**config.mk**
```make
export PLATFORM = sky130hd
export DESIGN_NAME = program_loader
export DESIGN_NICKNAME = d
export VERILOG_FILES = /design/src/rtl/program_loader_pkg.sv /design/src/rtl/program_loader_halfword_assembler.sv /design/src/rtl/program_loader.sv
export SDC_FILE = /design/constraint.sdc
export NUM_CORES = 1
export LEC_CHECK = 0
export ABC_AREA = 1
export CORE_MARGIN = 2
export CORE_UTILIZATION = 58
export CTS_BUF_LIST = sky130_fd_sc_hd__clkbuf_2
export CTS_CLUSTER_SIZE = 28
export DETAILED_ROUTE_END_ITERATION = 8
export HOLD_SLACK_MARGIN = 0.06
export PLACE_DENSITY_LB_ADDON = 0.3
export REMOVE_ABC_BUFFERS = 1
export SLEW_MARGIN = 40
export SYNTH_ARGS = -nofsm -noshare
export SYNTH_HDL_FRONTEND = slang
export SYNTH_SLANG_ARGS = --single-unit
```
**constraint.sdc**
```tcl
create_clock -name clk_i -period 2.1 [get_ports clk_i]
set_input_delay 0.525 -clock clk_i [delete_from_list [all_inputs] [get_ports clk_i]]
set_output_delay 0.525 -clock clk_i [all_outputs]
set_load 0.1 [all_outputs]
```
**src/rtl/program_loader_pkg.sv**
```systemverilog
// Shared definitions for the instruction-memory program loader: data widths
// and the loader FSM state encoding.
package program_loader_pkg;

    localparam int WORD      = 32;
    localparam int HALF_WORD = 16;

    typedef enum logic [2:0] {
        IDLE,
        LEN_LO,
        LEN_HI,
        DATA_LO,
        DATA_HI,
        CSUM,
        DONE
    } loader_state_t;

endpackage

```
**src/rtl/program_loader_halfword_assembler.sv**
```systemverilog
// Pairs stream bytes into little-endian halfwords and issues one registered
// write strobe per halfword, stepping the instruction address after each write.
module program_loader_halfword_assembler
    import program_loader_pkg::*;
#(
    parameter logic [WORD-1:0] BASE_ADDR = '0,
    parameter logic [WORD-1:0] ADDR_STEP = WORD'(2)
) (
    input  logic                 clk_i,
    input  logic                 reset_n_i,
    input  logic                 init_i,
    input  logic                 lo_en_i,
    input  logic                 hi_en_i,
    input  logic [7:0]           byte_i,
    output logic                 write_en_o,
    output logic [HALF_WORD-1:0] instruction_o,
    output logic [WORD-1:0]      instruction_addr_o
);

    logic [7:0]           low_byte_p0;
    logic [HALF_WORD-1:0] instr_p1;
    logic [WORD-1:0]      addr_p1;
    logic                 wr_vld_p1;

    // p0: low byte held until its partner arrives
    always_ff @(posedge clk_i or negedge reset_n_i) begin
        if (!reset_n_i) begin
            low_byte_p0 <= '0;
        end else if (lo_en_i) begin
            low_byte_p0 <= byte_i;
        end
    end

    // p1: halfword, address and strobe presented together to memory.
    // The address advances on the strobe cycle, so it is stable while the
    // strobe is high and already points at the next slot afterwards.
    always_ff @(posedge clk_i or negedge reset_n_i) begin
        if (!reset_n_i) begin
            instr_p1  <= '0;
            addr_p1   <= BASE_ADDR;
            wr_vld_p1 <= 1'b0;
        end else begin
            wr_vld_p1 <= hi_en_i;
            if (hi_en_i) begin
                instr_p1 <= {byte_i, low_byte_p0};
            end
            if (init_i) begin
                addr_p1 <= BASE_ADDR;
            end else if (wr_vld_p1) begin
                addr_p1 <= addr_p1 + ADDR_STEP;
            end
        end
    end

    assign write_en_o         = wr_vld_p1;
    assign instruction_o      = instr_p1;
    assign instruction_addr_o = addr_p1;

endmodule

```
**src/rtl/program_loader.sv**
```systemverilog
// Byte-stream program loader: header + little-endian halfwords into instruction
// memory, CPU held in reset meanwhile. PROGRAM_LOADER_CHECKSUM_EN adds a trailing XOR checksum byte.
module program_loader
    import program_loader_pkg::*;
#(
    parameter logic [WORD-1:0] BASE_ADDR = '0,
    parameter logic [WORD-1:0] ADDR_STEP = WORD'(2),
    parameter logic [15:0]     MAX_LEN   = 16'hFFFF
) (
    input  logic                 clk_i,
    input  logic                 reset_n_i,
    input  logic                 start_i,
    input  logic                 byte_valid_i,
    input  logic [7:0]           byte_i,
    output logic                 byte_ready_o,
    output logic                 program_mem_write_en_o,
    output logic [HALF_WORD-1:0] instruction_o,
    output logic [WORD-1:0]      instruction_addr_o,
    output logic                 cpu_hold_o,
    output logic                 load_done_o,
    output logic                 load_error_o
);

    function automatic logic [15:0] sat_len(input logic [15:0] raw);
        return (raw > MAX_LEN) ? MAX_LEN : raw;
    endfunction

    loader_state_t state;
    logic [7:0]    len_lo;
    logic [15:0]   len;
    logic [15:0]   count;
    logic [15:0]   hdr_len;
    logic          xfer;
    logic          arm;
    logic          lo_en;
    logic          hi_en;
    logic          last_hw;

    assign xfer    = byte_valid_i && byte_ready_o;
    assign arm     = start_i && ((state == IDLE) || (state == DONE));
    assign lo_en   = xfer && (state == DATA_LO);
    assign hi_en   = xfer && (state == DATA_HI);
    assign hdr_len = sat_len({byte_i, len_lo});
    assign last_hw = (count + 16'd1) == len;

`ifdef PROGRAM_LOADER_CHECKSUM_EN
    logic [7:0] csum;
    logic       load_err_q;
    assign load_error_o = load_err_q;
`else
    assign load_error_o = 1'b0;
`endif

    // byte_ready_o is updated on every transition so it always mirrors the
    // state being entered: high only in the byte-consuming states.
    always_ff @(posedge clk_i or negedge reset_n_i) begin
        if (!reset_n_i) begin
            state        <= IDLE;
            byte_ready_o <= 1'b0;
            cpu_hold_o   <= 1'b0;
            load_done_o  <= 1'b0;
            len_lo       <= '0;
            len          <= '0;
            count        <= '0;
`ifdef PROGRAM_LOADER_CHECKSUM_EN
            csum         <= '0;
            load_err_q   <= 1'b0;
`endif
        end else begin
            case (state)
                IDLE, DONE: begin
                    if (start_i) begin
                        state        <= LEN_LO;
                        byte_ready_o <= 1'b1;
                        cpu_hold_o   <= 1'b1;
                        load_done_o  <= 1'b0;
                        count        <= '0;
`ifdef PROGRAM_LOADER_CHECKSUM_EN
                        csum         <= '0;
                        load_err_q   <= 1'b0;
`endif
                    end
                end
                LEN_LO: begin
                    if (xfer) begin
                        len_lo <= byte_i;
                        state  <= LEN_HI;
                    end
                end
                LEN_HI: begin
                    if (xfer) begin
                        len <= hdr_len;
                        if (hdr_len == 16'd0) begin
                            state        <= DONE;
                            byte_ready_o <= 1'b0;
                            cpu_hold_o   <= 1'b0;
                            load_done_o  <= 1'b1;
                        end else begin
                            state <= DATA_LO;
                        end
                    end
                end
                DATA_LO: begin
                    if (xfer) begin
                        state <= DATA_HI;
                    end
                end
                DATA_HI: begin
                    if (xfer) begin
                        count <= count + 16'd1;
                        if (last_hw) begin
`ifdef PROGRAM_LOADER_CHECKSUM_EN
                            state        <= CSUM;
`else
                            state        <= DONE;
                            byte_ready_o <= 1'b0;
                            cpu_hold_o   <= 1'b0;
                            load_done_o  <= 1'b1;
`endif
                        end else begin
                            state <= DATA_LO;
                        end
                    end
                end
                CSUM: begin
`ifdef PROGRAM_LOADER_CHECKSUM_EN
                    if (xfer) begin
                        load_err_q   <= (byte_i != csum);
                        state        <= DONE;
                        byte_ready_o <= 1'b0;
                        cpu_hold_o   <= 1'b0;
                        load_done_o  <= 1'b1;
                    end
`else
                    state        <= IDLE;
                    byte_ready_o <= 1'b0;
                    cpu_hold_o   <= 1'b0;
`endif
                end
                default: begin
                    state        <= IDLE;
                    byte_ready_o <= 1'b0;
                    cpu_hold_o   <= 1'b0;
                end
            endcase
`ifdef PROGRAM_LOADER_CHECKSUM_EN
            // Running XOR over header and data; the checksum byte itself is excluded.
            if (xfer && (state != CSUM)) begin
                csum <= csum ^ byte_i;
            end
`endif
        end
    end

    program_loader_halfword_assembler #(
        .BASE_ADDR (BASE_ADDR),
        .ADDR_STEP (ADDR_STEP)
    ) u_asm (
        .clk_i              (clk_i),
        .reset_n_i          (reset_n_i),
        .init_i             (arm),
        .lo_en_i            (lo_en),
        .hi_en_i            (hi_en),
        .byte_i             (byte_i),
        .write_en_o         (program_mem_write_en_o),
        .instruction_o      (instruction_o),
        .instruction_addr_o (instruction_addr_o)
    );

endmodule

```
# Word level (Yosys, flattened, before mapping)
# Cells that the tools add are included.
# word_totals
elab_cells	71
output_inout_bits	53
input_bits	12
register_bits	102
# op_classes
add_sub_neg	2
n_lt_le_gt_ge	1
eq_ne	13
n_bitwise	1
n_reduce_logical	18
muxes	26
# ops
operator	count
32-bit 2-to-1 mux	2
16-bit 2-to-1 mux	3
32-bit by 2-bit adder with 32-bit output (second input constant)	1
16-bit case mux with 2 select lines	1
3-bit 2-to-1 mux	7
16-bit by 1-bit adder with 16-bit output (second input constant)	1
16-bit == test	1
16-bit > comparator (second input constant)	1
16-bit zero test	1
3-bit case mux with 5 select lines	1
2-bit != test (second input constant)	7
6-bit AND reduction	2
1-bit 2-to-1 mux	10
3-bit by 2-bit == test with 1-bit output (second input constant)	2
3-bit == test (second input constant)	2
5-bit AND reduction	1
1-bit logical AND	4
1-bit case mux with 4 select lines	1
2-bit AND reduction	2
2-bit nonzero test	2
2-bit OR reduction	2
3-bit by 1-bit == test with 1-bit output (second input constant)	1
3-bit zero test	1
1-bit case mux with 3 select lines	1
other kinds (4)	4

# Logic depth before layout (Yosys ltp)
# Gate-level depths: netlist of the first run.
# logic_depth
ltp_word	6
mapped_depth	16
ltp_nobuf	16

# By module
# Synthesis of the first run repeated with hierarchy kept, for this count alone.
# unflattened
hier_cells	707
area_unflattened_um2	5441.5
# by_module_without_submodules
mod	cells_per_inst	n_inst	area_per_inst_um2	seq_area_each_um2
program_loader_halfword_assembler	338	1	2806.4	1401.3
program_loader	369	1	2635.0	1126.1

# Worst setup path before layout of the first run
# Ideal clock, no wire load.
# synth_path
path_type	register -> register
start	reg u_asm.addr_p1[1], in the netlist u_asm.instruction_addr_o[1]
end	reg u_asm.addr_p1[23], in the netlist u_asm.instruction_addr_o[23]
stages_incl_launch_ff	14
synth_period_minus_slack_ns	2.581
n_path_buf	0
setup_slack_ns	-0.481
setup_ns	0.084
required_time_ns	2.016
t_arrival_ns	2.497
cell_sequence	dfrtp_1 > ha_1 > nand3_1 > nor2_1 > nand3_1 > inv_1 > nand2_2 > nor2_4 > nand2_2 > nor2_4 > nand2_4 > nor2_4 > o21ai_0 > a21oi_1
# synth_between
elab_chain_cells	3
# synth_rtl
element	line_no	source
start: declaration	program_loader_halfword_assembler.sv:22	logic [WORD-1:0] addr_p1;
start signal: assignment	program_loader_halfword_assembler.sv:50	addr_p1 <= addr_p1 + ADDR_STEP;
32-bit by 2-bit adder with 32-bit output	program_loader_halfword_assembler.sv:50	
32-bit 2-to-1 mux	program_loader_halfword_assembler.sv:49	end else if (wr_vld_p1) begin
32-bit 2-to-1 mux	program_loader_halfword_assembler.sv:47	if (init_i) begin
# Every way passes these cells. The select of a mux whose other input is x is not followed.
# A chain may end at the register's enable or synchronous reset.

# Final worst setup path of the first run
# layout_path
start	reg u_asm.addr_p1[2], in the netlist u_asm.instruction_addr_o[2]
end	out instruction_addr_o[2]
# layout_rtl
element	line_no	source
end: declaration	program_loader.sv:18	output logic [WORD-1:0] instruction_addr_o,
# No word-level cell between the ends.

==> results.json, run 1 <==
{
  "outcome": "finished, final reports clean",
  "pwr-share-comb_pct": 44.4,
  "wirelength_um": 12980,
  "grt_pass1_wl_um": 21300,
  "grt_usage_pct": 27.07,
  "fill_cells": 673,
  "synth_area_um2": 5176,
  "placedCellCount": 849,
  "tns_ps": 0,
  "drt-wirelength-per-cell_um": 14.89,
  "seq_power_share_pct": 41.1,
  "drive_gt1_share_pct": 21.07,
  "switchingPower_uw": 3298,
  "cts_made_buffers": 9,
  "synth_ff_type": "dfrtp_1",
  "fin_skew_ps": 54.26,
  "insertion_delay_ps": 640,
  "clkTransAtPathRegs_ps": 340,
  "areaGrowthSynthToFinish_pct": 25.55,
  "clockPowerShare_pct": 14.5,
  "initial_core_util_pct": 59.65,
  "maxCapViolations": 0,
  "internal_power_uw": 3465,
  "ant_nets": 0,
  "synth_top_area_share_pct": 48.83,
  "final_cell_count_no_fill": 872,
  "vias": 4892,
  "synthCells": 662,
  "crit_fanout": 4,
  "port_buffers": 62,
  "avgSynthCellArea_um2": 7.819,
  "dp_hpwl_um": 9501,
  "setup_viol": 0,
  "finalMaxSlewViolations": 0,
  "async_reset_ff_share_pct": 100.0,
  "cp.arrival_ps": 1510,
  "synth_edf_count": 0,
  "antenna_found_initial": 0,
  "final_util_pct": 74.88,
  "cts_buffer_depth": 2,
  "cp-start-kind": "flop",
  "yosysTopAreaCell": "dfrtp_1",
  "worstSetupEndpointType": "output pin",
  "ctsRootBufferMaster": "clkbuf_2",
  "cts.sinks": 101,
  "grt-ovfl-total": 0,
  "hold_path_class": "primary input to asynchronous set/reset pin",
  "die_h_um": 98.47,
  "grt_pass1_vias": 4640,
  "drc": 0,
  "relSlewSlack_pct": 60.81,
  "synth_seq_area_share_pct": 48.83,
  "cts_tree": "yes",
  "synthTopCellsByArea": "dfrtp_1 (49%), nand2_1 (13%), o21ai_0 (6.4%)",
  "rows": 34,
  "fin_crit_sh_pct": 96.82,
  "drt_iter0_drc": 258,
  "fmax_mhz": 491.8,
  "die_w_um": 98.47,
  "cts_max_level": 3,
  "critPathRequiredTime_ps": 1570,
  "hold_viol_final": 0,
  "p_per_area_nw_per_um2": 1041,
  "peakVddDrop_v": 0.001193,
  "grt_max_degree": 44,
  "max_slew.worst_pin.slew_ps": 587.0,
  "drt-pass1-iter-count": 7,
  "via_per_inst": 5.610,
  "rsz0062_at_grt": "yes",
  "ios": 65,
  "num_antenna_cells": 0,
  "layout_common_cells": "nand2_1 (181), dfrtp_1 (96), inv_1 (82)",
  "switching_share_pct": 48.76,
  "globalplace.congestion": 0.8939,
  "ys_warn_count": 0,
  "fin_area_um2": 6499,
  "synth_seq_cells": 101,
  "crit_type": "flop to output pin",
  "layout_commonest_cell": "nand2_1",
  "core_um2": 8678,
  "leakagePower_uw": 0.003138,
  "place_area_um2": 6180,
  "die_area_um2": 9696,
  "finalCriticalPeriod_ps": 2033,
  "ys_types": 38,
  "nets": 773
}
[registers in the layout (all words and copies together), names as in the netlist, 3 cells and up]
register / cells
count: 16
len: 16
len_lo: 8
state: 3
u_asm.instruction_addr_o: 31
u_asm.instruction_o: 16
u_asm.low_byte_p0: 8
[cells in the mapped netlist (5+ instances only)]
cell type,instances
a21oi_1,21
clkbuf_1,9
dfrtp_1,101
inv_1,84
nand2_1,183
nand2_2,9
nand3_1,41
nand3b_1,5
nand4_1,16
nor2_1,51
nor2_2,5
nor2_4,7
nor3_1,10
o21ai_0,66
o22ai_1,11
[layout make-up]
cell class	instances	area, µm²	area share (%)
inverter	87	329.1	5.064
sequential	101	2534	38.99
tap	108	135.1	2.079
multi-input combinational	460	2361	36.33
clock buffer	9	45.04	0.6931
clock inverter	7	87.58	1.348
timing repair buffer	100	1007	15.50
[power by group through the flow]
stage          registers (µW)  logic, µW  clock network, µW
6_report                 2780       3000                981
3_5_place_dp             2800       2940                  0
3_3_place_gp             2770       2860                  0
5_1_grt                  2830       3250               1060
2_1_floorplan            3820       1040                  0
4_1_cts                  2760       2950                993
[per-stage QoR]
step	hold WS, ps	total power, µW	setup WS [ps]
after floorplan	229.4	4855	-992.8
after global placement	454.5	5638	-114.3
after detailed placement	462.2	5736	-171.6
after CTS	357.8	6700	55.07
after global routing	377.7	7134	-28.35
final	364.0	6763	66.84
[worst paths after layout]
check,startpoint,depth (start not counted),slack (ps),endpoint
max,u_asm.instruction_addr_o[2]$_DFFE_PN0N_,2,70,instruction_addr_o[2]
min,reset_n_i,2,360,len_lo[5]$_DFFE_PN0P_
max reg2reg,count[0]$_DFFE_PN0P_,15,80,state[0]$_DFFE_PN0P_
min reg2reg,u_asm.instruction_o[0]$_DFFE_PN0P_,2,520,u_asm.instruction_o[0]$_DFFE_PN0P_
max in group asynchronous,reset_n_i,3,1080,count[1]$_DFFE_PN0P_
min in group clk_i,byte_i[6],4,510,u_asm.instruction_o[14]$_DFFE_PN0P_
[repair_timing]
action,4_1_cts,5_1_grt
resized for setup,0,33
setup buffers,0,6
endpoints found under the setup margin,0,13
hold buffers,1,0
endpoints found under the hold margin,39,0
[critical path: stages (launching register included)]
cell and delay [ps]:
dfrtp_1 500, buf_4 140, buf_4 270
[cell families (layout without fill, tap and decap cells)]
| logic type | after synthesis | count (layout) | synth area share, % |
|---|---|---|---|
| other | 1 | 2 | 0.07245 |
| buffers and inverters | 102 | 203 | 7.687 |
| XOR/XNOR | 7 | 7 | 1.596 |
| flip-flops | 101 | 101 | 48.83 |
| AND/OR/NAND/NOR | 338 | 338 | 29.51 |
| AO/OA/AOI/OAI | 111 | 111 | 11.82 |
| adder cells (fa/ha/maj) | 2 | 2 | 0.4834 |
[metal layers]
layer  vias up  track usage, %  wire length [µm]
met1      2325           33.13              5164
met3        42           5.035               685
met5         -               0                 0
li1       2329               -                 -
met2       196           48.82              6782
met4         0           8.114               347
Note: power is estimated with default switching activity, not from simulation.
==> inputs of run 2 (changes only) <==
--- a/config.mk
+++ b/config.mk
@@ -6,7 +6,7 @@
 export NUM_CORES = 1
 export LEC_CHECK = 0
 export ABC_AREA = 1
-export CORE_MARGIN = 2
+export CAP_MARGIN = 5
 export CORE_UTILIZATION = 58
 export CTS_BUF_LIST = sky130_fd_sc_hd__clkbuf_2
 export CTS_CLUSTER_SIZE = 28
==> run 2 against run 1 <==
- final cell count rose by 0.46%
- register-to-register slack got worse by 50 ps
- die area fell by 4.0%
- critical endpoint is now state[0]$_DFFE_PN0P_
==> results.json, run 2 (same netlist as run 1, synthesis figures left out) <==
{
  "outcome": "finished, final reports clean",
  "drt-pass1-iter-count": 5,
  "p_per_area_nw_per_um2": 1039,
  "crit_fanout": 5,
  "max_slew.worst_pin.slew_ps": 613.2,
  "cts_max_level": 3,
  "drt-wirelength-per-cell_um": 14.26,
  "grt_pass1_wl_um": 20490,
  "largest_reg_flops": 31,
  "drt_iter0_drc": 275,
  "finalCriticalPeriod_ps": 2067,
  "cts_tree": "yes",
  "die_area_um2": 9306,
  "layout_commonest_cell": "nand2_1",
  "antenna_found_initial": 0,
  "relSlewSlack_pct": 59.06,
  "fmax_mhz": 483.7,
  "vias": 4842,
  "leakagePower_uw": 0.003139,
  "hold-worst-slack_ps": 292.0,
  "peakVddDrop_v": 0.001030,
  "ctsRootBufferMaster": "clkbuf_2",
  "core_um2": 8678,
  "via_per_inst": 5.527,
  "hold_path_class": "primary input to asynchronous set/reset pin",
  "grt_max_degree": 56,
  "fin_crit_sh_pct": 98.44,
  "seqCellArea_um2": 2534,
  "crit_type": "flop to flop",
  "cp-start-kind": "flop",
  "post-place-ws_ps": -139.1,
  "worstSetupEndpointType": "flop",
  "drc": 0,
  "multi_input_area_um2": 2316,
  "hold_viol_final": 0,
  "die_w_um": 96.47,
  "layout_setup_ws_ps": 32.71,
  "insertion_delay_ps": 610,
  "clkTransAtPathRegs_ps": 310,
  "port_buffers": 62,
  "ant_nets": 0,
  "nets": 777,
  "cts.sinks": 101,
  "rrSetupSlack_ps": 30,
  "rows": 34,
  "cp.arrival_ps": 2610,
  "die_h_um": 96.47,
  "cts_made_buffers": 9,
  "cts_buffer_depth": 2,
  "grt_pass1_vias": 4613,
  "maxCapViolations": 0,
  "wirelength_um": 12490,
  "rsz0062_at_grt": "yes",
  "initial_core_util_pct": 59.65,
  "ios": 65,
  "setup_viol": 0,
  "reg2regPathDepth": 17,
  "areaGrowthSynthToFinish_pct": 25.60,
  "grt_usage_pct": 28.82,
  "num_antenna_cells": 0,
  "power.total_uw": 6755,
  "fin_skew_ps": 33.78,
  "grt-ovfl-total": 0,
  "globalplace.congestion": 0.8969,
  "drive_gt1_share_pct": 20.96,
  "finalMaxSlewViolations": 0,
  "critPathRequiredTime_ps": 2640,
  "layout_common_cells": "nand2_1 (179), dfrtp_1 (96), inv_1 (84)",
  "fill_cells": 641,
  "reg2reg_from": "count[1]$_DFFE_PN0P_",
  "dp_hpwl_um": 9220,
  "timing.rr.end": "state[0]$_DFFE_PN0P_"
}
-- run 2: what timing repair did --
| item | CTS | global route |
|---|---|---|
| endpoints found under the setup margin | 3 | 12 |
| hold buffers | 1 | 0 |
| pin swaps | 0 | 19 |
| buffers inserted | 1 | 10 |
| endpoints found under the hold margin | 21 | 0 |
| resized for setup | 1 | 24 |
-- run 2: layer usage --
| metal | global-route usage [%] | vias to the layer above | wire [µm] | share of wire (%) |
|---|---|---|---|---|
| met5 | 0 | - | 0 | 0 |
| met4 | 11.27 | 0 | 384 | 3.1 |
| met3 | 5.477 | 35 | 546 | 4.4 |
| met2 | 51.58 | 151 | 6450 | 52 |
| met1 | 34.07 | 2305 | 5110 | 41 |
| li1 | - | 2351 | - | - |
-- run 2: power breakdown --
group	leakage (µW)	switching [µW]	internal, µW
logic	0.00171	2150	882
clock network	0.0000780	752	213
registers	0.00135	351	2400
total	0.00314	3260	3500
-- run 2: worst max-delay path, stage by stage (launching register included) --
cell,delay (ps)
dfrtp_1,470
buf_4,130
buf_4,120
nand3_4,110
inv_4,100
nand2_1,70
nand2_1,110
nand2_1,60
nand2_1,70
nand3_1,80
nor2_2,90
nand2_1,60
nor2_1,80
nand2_1,100
nand2_2,140
nand3_2,80
nand2_1,80
nand2_1,50
-- run 2: layout make-up --
cell class / count / area share, %
clock buffer: 9 / 0.6928
clock inverter: 7 / 1.289
sequential: 101 / 38.97
timing repair buffer: 104 / 16.28
tap: 108 / 2.079
inverter: 87 / 5.062
multi-input combinational: 460 / 35.62
-- run 2: how the worst max path moves through the flow --
stage,startpoint,to,slack (ps)
floorplan,cpu_hold_o$_DFFE_PN0P_,u_asm.instruction_o[10]$_DFFE_PN0P_,-990
global placement,start_i,u_asm.instruction_addr_o[26]$_DFFE_PN0N_,-90
detailed placement,start_i,u_asm.instruction_addr_o[26]$_DFFE_PN0N_,-140
CTS,count[1]$_DFFE_PN0P_,state[0]$_DFFE_PN0P_,8
global route,count[1]$_DFFE_PN0P_,state[0]$_DFFE_PN0P_,-130
finish,count[1]$_DFFE_PN0P_,state[0]$_DFFE_PN0P_,30
-- run 2: metrics by stage --
step / util (%) / std cells / TNS [ps] / cell area, µm²
3_5_place_dp: 71.64 / 849 / -1789 / 6217
4_1_cts: 73.36 / 867 / 0 / 6366
6_report: 74.91 / 876 / 0 / 6501
3_3_place_gp: 71.64 / 849 / -154.7 / 6217
5_1_grt: 74.91 / 876 / -361.5 / 6501
2_1_floorplan: - / 648 / -53250 / 5109
==> inputs of run 3 (changes only) <==
--- a/config.mk
+++ b/config.mk
@@ -7,6 +7,7 @@
 export LEC_CHECK = 0
 export ABC_AREA = 1
 export CAP_MARGIN = 5
+export CORE_MARGIN = 8
 export CORE_UTILIZATION = 58
 export CTS_BUF_LIST = sky130_fd_sc_hd__clkbuf_2
 export CTS_CLUSTER_SIZE = 28
==> run 3 against run 2 <==
- sequential power is essentially flat
- register-to-register slack better by 40 ps
- routed wire length grew 6.1%
- largest power group unchanged
- highest routed layer unchanged
- total power up 0.39%
==> results.json, run 3 (same netlist as run 1, synthesis figures left out) <==
{
  "core_um2": 8678,
  "rsz0062_at_grt": "yes",
  "areaGrowthSynthToFinish_pct": 25.72,
  "peakVddDrop_v": 0.001181,
  "cp_cell_sequence": "ha_4 > nand2_4 > buf_4 > nand2_1 > nand2_1 > nand2_1 > nor2_2 > o21ai_1 > nor2_1 > nand2_1 > nor2_1 > nand2_1 > nand2_2 > nand3_1 > nand2_1 > nand2_1",
  "hold-worst-slack_ps": 411.3,
  "slowest_delay_ps": 480,
  "hold_viol_final": 0,
  "largest_reg_flops": 31,
  "dp_hpwl_um": 9698,
  "die_h_um": 110.5,
  "cts.sinks": 101,
  "via_per_inst": 5.602,
  "final_cell_count_no_fill": 877,
  "max_slew.worst_pin.slew_ps": 627.2,
  "cts_buffer_depth": 2,
  "grt_pass1_wl_um": 21730,
  "drt_iter0_drc": 275,
  "die_w_um": 110.5,
  "path_buf_inv": 1,
  "reg2regPathDepth": 16,
  "clkTransAtPathRegs_ps": 310,
  "fin_skew_ps": 26.87,
  "layout_common_cells": "nand2_1 (180), dfrtp_1 (98), inv_1 (84)",
  "cp-start-kind": "flop",
  "grt_max_degree": 43,
  "antenna_found_initial": 0,
  "ant_nets": 0,
  "finalMaxSlewViolations": 0,
  "die_area_um2": 12200,
  "hold_path_class": "primary input to asynchronous set/reset pin",
  "crit_fanout": 4,
  "placedCellCount": 854,
  "leakagePower_uw": 0.003141,
  "cp.arrival_ps": 2550,
  "worst_path_most_repeated_cell": "nand2_1",
  "ios": 65,
  "outcome": "finished, final reports clean",
  "worstSetupEndpointType": "flop",
  "num_antenna_cells": 0,
  "nets": 778,
  "vias": 4913,
  "setup_viol": 0,
  "globalplace.congestion": 0.8968,
  "fmax_mhz": 493.6,
  "rrSetupSlack_ps": 70,
  "port_buffers": 62,
  "rows": 34,
  "cts_made_buffers": 9,
  "p_per_area_nw_per_um2": 1042,
  "grt-ovfl-total": 0,
  "drc": 0,
  "fin_crit_sh_pct": 96.46,
  "reg2reg_from": "count[0]$_DFFE_PN0P_",
  "relSlewSlack_pct": 58.13,
  "critical_path.top_delay_family": "simple AND/OR/NAND/NOR gates",
  "timing.rr.end": "cpu_hold_o$_DFFE_PN0P_",
  "cp.depth": 16,
  "wirelength_um": 13250,
  "finalCriticalPeriod_ps": 2026,
  "crit_type": "flop to flop",
  "initial_core_util_pct": 59.65,
  "critPathRequiredTime_ps": 2630,
  "drt-wirelength-per-cell_um": 15.11,
  "layout_commonest_cell": "nand2_1",
  "slowest_stage": "dfrtp_1",
  "insertion_delay_ps": 590,
  "drive_gt1_share_pct": 20.55,
  "ctsRootBufferMaster": "clkbuf_2",
  "maxCapViolations": 0,
  "grt_usage_pct": 20.87,
  "grt_pass1_vias": 4799,
  "drt-pass1-iter-count": 5,
  "cts_tree": "yes",
  "cts_max_level": 3
}
run 3: how the worst max path moves through the flow:
stage | from | endpoint | slack, ps
global placement | start_i | u_asm.instruction_addr_o[26]$_DFFE_PN0N_ | -90
finish | count[0]$_DFFE_PN0P_ | cpu_hold_o$_DFFE_PN0P_ | 70
global route | count[0]$_DFFE_PN0P_ | state[0]$_DFFE_PN0P_ | -80
CTS | count[0]$_DFFE_PN0P_ | state[0]$_DFFE_PN0P_ | 30
floorplan | cpu_hold_o$_DFFE_PN0P_ | u_asm.instruction_o[10]$_DFFE_PN0P_ | -990
detailed placement | start_i | u_asm.instruction_addr_o[24]$_DFFE_PN0N_ | -130
run 3: metal layers:
layer,vias up,routed length [µm],share of wire [%],global-route usage (%)
met4,0,397,3.0,9.820
li1,2342,-,-,-
met5,-,0,0,0
met2,172,6763,51,36.53
met3,37,638,4.8,4.167
met1,2362,5451,41,23.86
run 3: worst register-to-register path: stages (launching register included):
cell and delay [ps]:
dfrtp_1 480, ha_4 190, nand2_4 80, buf_4 120, nand2_1 80, nand2_1 80, nand2_1 70, nor2_2 120
o21ai_1 70, nor2_1 120, nand2_1 70, nor2_1 90, nand2_1 100, nand2_2 130, nand3_1 80, nand2_1 60
nand2_1 50
run 3: per-stage QoR:
stage | instance area [µm²] | setup TNS [ps] | total power, µW | utilization, % | setup WS (ps)
2_1_floorplan | 5109 | -53250 | 4855 | - | -992.8
3_3_place_gp | 6267 | -266.4 | 5689 | 72.22 | -87.24
3_5_place_dp | 6267 | -748.1 | 5794 | 72.22 | -132.3
4_1_cts | 6396 | 0 | 6738 | 73.70 | 27.77
5_1_grt | 6507 | -273.8 | 7179 | 74.99 | -83.93
6_report | 6507 | 0 | 6781 | 74.99 | 74.25
run 3: repair_timing:
action,CTS,global route
endpoints found under the setup margin,0,11
hold buffers,1,0
resized for setup,0,20
hold endpoints to repair,39,0
setup buffers,0,7
run 3: cell type report:
class | count | area, µm²
clock buffer | 9 | 45.04
clock inverter | 7 | 73.82
fill | 661 | 2171
inverter | 87 | 329.1
multi-input combinational | 460 | 2315
sequential | 101 | 2531
tap | 108 | 135.1
timing repair buffer | 105 | 1079
run 3: report_power, final:
group	switching [µW]	internal (µW)
logic	2170	891
clock network	739	203
registers	376	2400
total	3280	3500
==> patch (flow settings as in run 3) <==
Re-encode `loader_state_t` (7 states) as one-hot, 7 bits wide.
--- a/src/rtl/program_loader_pkg.sv
+++ b/src/rtl/program_loader_pkg.sv
@@ -7,10 +7,10 @@
 
-    typedef enum logic [2:0] {
-        IDLE,
-        LEN_LO,
-        LEN_HI,
-        DATA_LO,
-        DATA_HI,
-        CSUM,
-        DONE
+    typedef enum logic [6:0] {
+        IDLE    = 7'b0000001,
+        LEN_LO  = 7'b0000010,
+        LEN_HI  = 7'b0000100,
+        DATA_LO = 7'b0001000,
+        DATA_HI = 7'b0010000,
+        CSUM    = 7'b0100000,
+        DONE    = 7'b1000000
     } loader_state_t;
Check against the original RTL: no difference found for any inputs over 4 cycles, from zero or initial values and one cycle with reset_n_i low; so few cycles prove little.
==> patch against run 3 <==
Clock skew rose by 0.019 ns. Area after synthesis is 0.87% higher. Worst setup slack got worse by 0.054 ns. Sequential share of layout area increased by 1.8 points. Routed wire length down 0.20%. Final area is 1.5% lower. Sequential cell count grew 3. Critical path type unchanged.
Power is not compared: it rests on default switching activity, and its combinational part moved more than twofold at a synthesized area within 25%.
==> patch: results (changes against run 3) <==
INFO  metric tightestPinTransition = 0.531 ns (was 0.627 ns)
INFO  metric global_route.usage.met1 = 0.274 (was 0.239)
INFO  metric timing.reg2reg.setup_slack = 0.02 ns (was 0.07 ns)
INFO  metric fin_nets = 752 (was 778)
INFO  metric hpwlAfterDp = 9580 um (was 9700 um)
INFO  metric wire_length_of_the_first_global_routing_pass = 21,200 um (was 21,700 um)
INFO  metric synthArstFlopShare = 1.00 (unchanged)
INFO  metric post_synth_most_frequent_cells = sky130_fd_sc_hd__nand2_1, sky130_fd_sc_hd__dfrtp_1, sky130_fd_sc_hd__inv_1 (unchanged)
INFO  metric use_met3 = 0.0330 (was 0.0417)
INFO  metric gr-usage-all-layers = 0.203 (was 0.209)
INFO  metric firstDrtPassIters = 6 (was 5)
INFO  metric post_route_cells_drive_above_1_share = 0.205 (about the same)
INFO  metric cts_root_buffer = sky130_fd_sc_hd__clkbuf_2 (unchanged)
INFO  metric ctsLongestPathBuffers = 2 (unchanged)
INFO  metric layout.filler_cells = 612 (was 661)
INFO  metric wl = 13,200 um (about the same)
INFO  metric outcome = complete, no violations (unchanged)
INFO  metric worstSetupEndpoint = cpu_hold_o$_DFFE_PN0P_ (unchanged)
INFO  metric worstSetupStartpoint = count[1]$_DFFE_PN0P_ (was count[0]$_DFFE_PN0P_)
INFO  metric critPathMaxFanout = 5 (was 4)
INFO  metric via_per_inst = 5.63 (was 5.60)
INFO  metric hold_path.class = input port to asynchronous set/reset pin (unchanged)
INFO  metric r2r_start = count[1]$_DFFE_PN0P_ (was count[0]$_DFFE_PN0P_)
INFO  metric total_power = 4770 uW
INFO  metric synth.top_cells.by_area = sky130_fd_sc_hd__dfrtp_1, sky130_fd_sc_hd__nand2_1, sky130_fd_sc_hd__o21ai_0, sky130_fd_sc_hd__inv_1, sky130_fd_sc_hd__nand3_1 (unchanged)
INFO  metric critical_path_arrival = 2.58 ns (was 2.55 ns)
INFO  metric synth_cell_types = 38 (unchanged)
INFO  metric yosys_warnings = 0 (unchanged)
INFO  metric ctsResizeCount = 0 (unchanged)
INFO  metric gr-usage-met2 = 0.320 (was 0.365)
INFO  metric first_global_vias = 4,466 (was 4,799)
INFO  metric largest_net_degree_at_the_start_of_global_routing = 42 (was 43)
INFO  metric skew = 0.0462 ns (was 0.0269 ns)
INFO  metric yosysSeqAreaShare = 0.499 (was 0.488)
INFO  metric routabilityCongestion = 0.963 (was 0.897)
INFO  metric detailedRoute.firstIterationViolations = 348 (was 275)
[patch: changes by cell type in the layout (fill, tap and decap cells not counted), sizes merged, moves of 4 or more]
cell,before,now
buf,94,79
nand3,42,55
a21oi,21,32
nor2,63,50
nand4,16,12
nor4,3,9
nand2,194,182
inv,92,87
nand3b,5,1
[patch: logic make-up (layout without fill, tap and decap cells)]
group | count (synthesis) | after routing | synth area share
AO/OA/AOI/OAI | 116 | 116 | 0.118
XOR/XNOR | 5 | 5 | 0.0113
adder cells (fa/ha/maj) | 2 | 2 | 0.00479
buffers and inverters | 100 | 188 | 0.0757
flip-flops | 104 | 104 | 0.499
multiplexers | 2 | 2 | 0.00431
other | 1 | 2 | 0.000718
AND/OR/NAND/NOR | 324 | 324 | 0.287
[patch: area by class of cell]
| cell class | instances | area [um^2] | area share |
|---|---|---|---|
| tap | 108 | 135 | 0.0211 |
| sequential | 104 | 2610 | 0.407 |
| multi-input combinational | 451 | 2320 | 0.363 |
| clock buffer | 9 | 45.0 | 0.00703 |
| clock inverter | 7 | 72.6 | 0.0113 |
| inverter | 82 | 308 | 0.0480 |
| timing repair buffer | 90 | 915 | 0.143 |
[patch: worst register-to-register path, cell delays in order (launching register included)]
cell and delay, ns:
sky130_fd_sc_hd__dfrtp_1 0.49, sky130_fd_sc_hd__buf_6 0.13, sky130_fd_sc_hd__buf_6 0.09, sky130_fd_sc_hd__nand2_4 0.05, sky130_fd_sc_hd__nor2_4 0.21, sky130_fd_sc_hd__buf_6 0.13, sky130_fd_sc_hd__nand4_1 0.12, sky130_fd_sc_hd__nand2_1 0.12
sky130_fd_sc_hd__nand2_1 0.06, sky130_fd_sc_hd__nand2_1 0.06, sky130_fd_sc_hd__nand2_1 0.07, sky130_fd_sc_hd__nor2_2 0.10, sky130_fd_sc_hd__nand3_2 0.10, sky130_fd_sc_hd__nand2_2 0.12, sky130_fd_sc_hd__nand3_1 0.07, sky130_fd_sc_hd__nand2_1 0.06
sky130_fd_sc_hd__nand2_1 0.05
[patch: per-layer routing]
| metal | up-vias | share of wire |
|---|---|---|
| met3 | 28 | 0.070 |
| li1 | 2304 | - |
| met5 | - | 0 |
| met4 | 0 | 0.021 |
| met1 | 2251 | 0.43 |
| met2 | 211 | 0.48 |
[patch: metrics by stage]
stage / hold WS (ns) / std cells / worst slack (ns) / setup TNS [ns] / cell area [um^2]
after floorplan: 0.229 / 637 / -1.21 / -57.69 / 5140
after detailed placement: 0.461 / 820 / 0.0495 / 0 / 6060
final: 0.357 / 851 / 0.0206 / 0 / 6410
after global placement: 0.457 / 820 / 0.0871 / 0 / 6060
after global routing: 0.391 / 851 / -0.0914 / -0.307 / 6410
after CTS: 0.355 / 837 / 0.0775 / 0 / 6190
